**src/rtl/oc8051_ecall_ctrl.sv**
```systemverilog
// ECALL/ERET privilege controller for the oc8051 core.
// Saves the return PC on ECALL, redirects fetch to the ETR target, and
// returns to the saved PC on ERET. An illegal ecall or eret sets a sticky fault.
//
// Redirect handshake: redir_valid is high for as long as the FSM is in S_ENTER
// or S_EXIT. redir_pc is held constant while redir_valid=1. A transfer happens
// on a posedge where redir_valid and redir_ready are both 1. redir_ready has
// no effect while redir_valid=0.

`ifndef OC8051_SFR_EPC_LO
`define OC8051_SFR_EPC_LO 8'hE6
`endif
`ifndef OC8051_SFR_EPC_HI
`define OC8051_SFR_EPC_HI 8'hE7
`endif

module oc8051_ecall_ctrl #(
    parameter logic RESET_PRIV = 1'b1
) (
    input  logic        clk,
    input  logic        rst,
    input  logic        ecall,
    input  logic        eret,
    input  logic [15:0] ret_pc,
    input  logic [15:0] etr,
    input  logic        fault_clr,
    input  logic [7:0]  rd_addr,
    output logic [7:0]  sfr_data,
    output logic        redir_valid,
    input  logic        redir_ready,
    output logic [15:0] redir_pc,
    output logic        priv_lvl,
    output logic        busy,
    output logic        fault,
    output logic [1:0]  dbg_state
);

    typedef enum logic [1:0] {
        S_USER  = 2'd0,
        S_ENTER = 2'd1,
        S_PRIV  = 2'd2,
        S_EXIT  = 2'd3
    } state_t;

    localparam state_t RESET_STATE = RESET_PRIV ? S_PRIV : S_USER;

    state_t      state, state_n;
    logic [15:0] epc, epc_n;
    logic [15:0] tgt, tgt_n;
    logic        priv_n;
    logic        fault_n;
    logic        fault_ev;
    logic        handshake;

    // State and data registers; reset abandons any pending redirect at once.
    always_ff @(posedge clk or negedge rst) begin
        if (!rst) begin
            state    <= RESET_STATE;
            epc      <= 16'h0000;
            tgt      <= 16'h0000;
            priv_lvl <= RESET_PRIV;
            fault    <= 1'b0;
        end else begin
            state    <= state_n;
            epc      <= epc_n;
            tgt      <= tgt_n;
            priv_lvl <= priv_n;
            fault    <= fault_n;
        end
    end

    // Next-state logic, redirect outputs and fault detection.
    always_comb begin
        state_n     = state;
        epc_n       = epc;
        tgt_n       = tgt;
        priv_n      = priv_lvl;
        fault_ev    = 1'b0;
        redir_valid = 1'b0;
        redir_pc    = tgt;
        busy        = 1'b0;
        handshake   = 1'b0;

        case (state)
            S_USER: begin
                if (eret) begin
                    // eret alone or together with ecall is illegal here
                    fault_ev = 1'b1;
                end else if (ecall) begin
                    epc_n   = ret_pc;
                    tgt_n   = etr;
                    state_n = S_ENTER;
                end
            end
            S_ENTER: begin
                redir_valid = 1'b1;
                redir_pc    = tgt;
                busy        = 1'b1;
                handshake   = redir_ready;
                if (handshake) begin
                    state_n = S_PRIV;
                    priv_n  = 1'b1;
                end
            end
            S_PRIV: begin
                if (ecall) begin
                    // ecall alone or together with eret is illegal here
                    fault_ev = 1'b1;
                end else if (eret) begin
                    state_n = S_EXIT;
                end
            end
            S_EXIT: begin
                redir_valid = 1'b1;
                redir_pc    = epc;
                busy        = 1'b1;
                handshake   = redir_ready;
                if (handshake) begin
                    state_n = S_USER;
                    priv_n  = 1'b0;
                end
            end
            default: state_n = RESET_STATE;
        endcase

        // A new fault event wins over a simultaneous clear.
        if (fault_ev) begin
            fault_n = 1'b1;
        end else if (fault_clr) begin
            fault_n = 1'b0;
        end else begin
            fault_n = fault;
        end
    end

    // EPC bytes are readable only from privileged mode.
    always_comb begin
        sfr_data = 8'h00;
        if (priv_lvl) begin
            if (rd_addr == `OC8051_SFR_EPC_LO) begin
                sfr_data = epc[7:0];
            end else if (rd_addr == `OC8051_SFR_EPC_HI) begin
                sfr_data = epc[15:8];
            end
        end
    end

    assign dbg_state = state;

endmodule

```
**config.mk**
```make
export PLATFORM = sky130hd
export DESIGN_NAME = oc8051_ecall_ctrl
export DESIGN_NICKNAME = d
export VERILOG_FILES = /design/src/rtl/oc8051_ecall_ctrl.sv
export SDC_FILE = /design/constraint.sdc
export NUM_CORES = 1
export LEC_CHECK = 0
export ABC_AREA = 1
export BUFFER_PORTS_ARGS = -buffer_cell sky130_fd_sc_hd__buf_2
export CELL_PAD_IN_SITES_DETAIL_PLACEMENT = 1
export CELL_PAD_IN_SITES_GLOBAL_PLACEMENT = 1
export CORE_MARGIN = 4
export CORE_UTILIZATION = 36
export CTS_CLUSTER_DIAMETER = 200
export DETAILED_ROUTE_END_ITERATION = 6
export PLACE_DENSITY = 0.91
export SYNTH_ARGS = -nofsm -noshare
export SYNTH_HDL_FRONTEND = slang
export SYNTH_SLANG_ARGS = --single-unit
```
**constraint.sdc**
```tcl
create_clock -name clk -period 2 [get_ports clk]
set_input_delay 0.4 -clock clk [delete_from_list [all_inputs] [get_ports clk]]
set_output_delay 0.4 -clock clk [all_outputs]
set_load 0.02 [all_outputs]
```
==> flow_summary.json <==
{
  "crit_fanout": 5,
  "yosysMostFrequentCell": "nand2_1",
  "crit_slowest_cell": "dfstp_2",
  "synth-edff-count": 0,
  "gp_congestion": 0.736,
  "synthTopCellsByCount": "nand2_1, dfrtp_1, mux2_4, inv_1",
  "slowest_delay_ps": 560,
  "grt_pass1_vias": 1913,
  "die_h_um": 81.9,
  "yosys_warnings": 0,
  "routedWlPerCell_um": 15.6,
  "utilization": 0.533,
  "drtIter0Drc": 52,
  "diodes": 0,
  "synthFlopType": "dfrtp_1",
  "routed_wl_um": 5700,
  "seq_area_frac_synth": 0.460,
  "synthCells": 206,
  "vias_per_cell": 4.78,
  "status": "finished with violations",
  "htree_levels": 2,
  "slew_viol_final": 0,
  "synth_area_leader_cell": "dfrtp_1",
  "maxCapViolations": 0,
  "dp_hpwl_um": 4070,
  "cts-buffers-inserted": 5,
  "fmax_mhz": 493,
  "clock_sinks": 36,
  "route.detailed.drc": 0,
  "fin_crit_ps": 2030,
  "syn_area_per_cell_sq_um": 9.54,
  "max_slew_margin": 0.684,
  "synthMuxAreaShare": 0.203,
  "syn_nets": 256,
  "dp_slack_ps": 16.8,
  "grt_usage": 0.183,
  "tritoncts": "built",
  "grt_max_degree": 37,
  "ioPinCount": 76,
  "hold_class": "in -> async",
  "clockRootBuffer": "clkbuf_8",
  "hold_violations": 0,
  "initial_utilization": 0.377,
  "drtAntennaViolNets": 0,
  "synth_cell_types": 21,
  "nets": 346,
  "die_area_sq_um": 6700,
  "crit_family": "flip-flops",
  "total_power_mw": 4.51,
  "p_leak_nw": 1.48,
  "yosysTopAreaCellShare": 0.433,
  "antenna_found_initial": 0,
  "cp_num_buf_inv": 3,
  "vdd_drop_max_mv": 0.844,
  "fin_crit_sh": 1.01,
  "clk_pin_slew_ps": 70,
  "gr-total-overflow": 0,
  "area_growth_pct": 41.3,
  "rsz0062_at_grt": "true",
  "drive_gt1_frac": 0.497,
  "syn_area_sq_um": 1960,
  "crit_chain": "ha_4 -> buf_12 -> clkinvlp_4 -> o21ai_2 -> buf_4",
  "async_reset_ff_frac": 1.00,
  "core_region_area_sq_um": 5200,
  "cp.arrival_ps": 1630,
  "clock_skew_ps": 3.36,
  "violations": "setup timing",
  "power_density_nw_per_um2": 1630,
  "synthXorXnorAreaFrac": 0,
  "worst_pin_slew_ps": 473,
  "rows": 26,
  "synth_top_family_by_area": "multiplexers",
  "clock_path_buffers": 2,
  "port_buffers": 75,
  "start_kind": "register",
  "nFillCells": 629,
  "clkLatencyLatePin_ps": 280,
  "die_w_um": 81.9,
  "critPathKind": "reg -> out",
  "grt_first_pass_wirelength_um": 9110,
  "synth-compound-area-share": 0.0516,
  "firstDrtPassIters": 4,
  "yosys.area_share.simple": 0.194,
  "crit_path_end_kind": "output port",
  "vias": 1749,
  "synth_fa_ha_area_frac": 0.0255,
  "setup_ws_ps": -28.4,
  "final-setup-viol-count": 10,
  "synthTopCellsByArea": "dfrtp_1, mux2_4, nand2_1",
  "cp.required_ps": 1600,
  "synth.ff_latch_count": 36
}
state kept, by name, summed over array words and instances, names as in the netlist:
name / cells
epc: 16
tgt: 16
dbg_state: 2
fault: 1
priv_lvl: 1
final cells by class:
cell class,count,area (sq um),share of cell area
repair buffers,89,602,0.217
clock buffers,7,96.3,0.0347
inverters,18,75.1,0.0270
well taps,70,87.6,0.0315
flip-flops and latches,36,903,0.325
repair inverters,3,22.5,0.00811
multi-input cells,143,990,0.356
worst register-to-register path, stage by stage, from the launching register on:
cell	delay, ps
dfstp_2	560
buf_4	130
inv_1	60
ha_1	230
nand3_4	120
buf_4	250
mux2_2	360
cell families after synthesis:
family                   count (synthesis)
AND/OR/NAND/NOR                         92
flip-flops                              36
multiplexers                            28
buffers and inverters                   27
AO/OA/AOI/OAI                           19
adder cells (fa/ha/maj)                  4
power breakdown:
part           internal (mW)  switching, mW
Sequential              1.11          0.259
Clock                  0.307          0.252
Combinational           1.28           1.30
Total                   2.70           1.81
timing repair:
item                                    CTS  global route
hold endpoints to repair                  0             0
hold buffers                              0             0
pin swaps                                 4             6
gates cloned                              3             0
resized for setup                        29            24
setup buffers                             5             1
endpoints found under the setup margin   18            21
worst paths after layout:
check	from	endpoint	slack, ps	depth (start not counted)
min reg2reg	tgt[9]$_DFFE_PN0P_	tgt[9]$_DFFE_PN0P_	510	1
min	rst	epc[14]$_DFFE_PN0P_	160	2
max	dbg_state[1]$_DFFE_PN1P_	redir_pc[12]	-30	5
max reg2reg	dbg_state[1]$_DFFE_PN1P_	tgt[10]$_DFFE_PN0P_	180	6
max in group asynchronous	rst	priv_lvl$_DFFE_PN1P_	1490	2
min in group clk	fault_clr	fault$_DFFE_PN0P_	320	2
cells in the final DEF (no fill, tap or decap):
| cell | synthesis | routed |
|---|---|---|
| buf_2 | 2 | 61 |
| nand2_1 | 61 | 51 |
| dfrtp_1 | 34 | 34 |
| mux2_4 | 22 | 22 |
| inv_1 | 17 | 16 |
| nor2_1 | 14 | 14 |
| nand3_1 | 14 | 14 |
| a21oi_1 | 13 | 13 |
| buf_6 | 3 | 13 |
| buf_4 | 1 | 12 |
| nand2_2 | 0 | 8 |
| clkbuf_8 | 0 | 7 |
| mux2_2 | 6 | 6 |
| clkinvlp_4 | 0 | 5 |
| o21ai_2 | 0 | 3 |
| ha_1 | 4 | 3 |
| buf_12 | 0 | 3 |
| nand2_4 | 0 | 2 |
| dfstp_2 | 2 | 2 |
| nand4_1 | 1 | 1 |
| o21ai_1 | 0 | 1 |
| nand3_4 | 1 | 1 |
| a22o_1 | 1 | 1 |
| o211ai_1 | 1 | 1 |
| or2_2 | 1 | 1 |
| ha_4 | 0 | 1 |
through the flow:
step           instance area, sq um  std cells  TNS, ps  hold slack, ps
6_report                       2780        366     -144             155
5_1_grt                        2780        366    -1590             176
4_1_cts                        2690        365     -232             159
3_5_place_dp                   2440        350        0             472
3_3_place_gp                   2440        350        0             461
2_1_floorplan                  1960        206        0             104
metal layers:
metal  track usage  wire (um)  up-vias
li1              -          -      840
met1         0.206       2220      846
met2         0.322       3000       54
met3        0.0504        387        9
met4        0.0764         89        0
met5             0          0        -
Power figures use the tool's default switching activity.
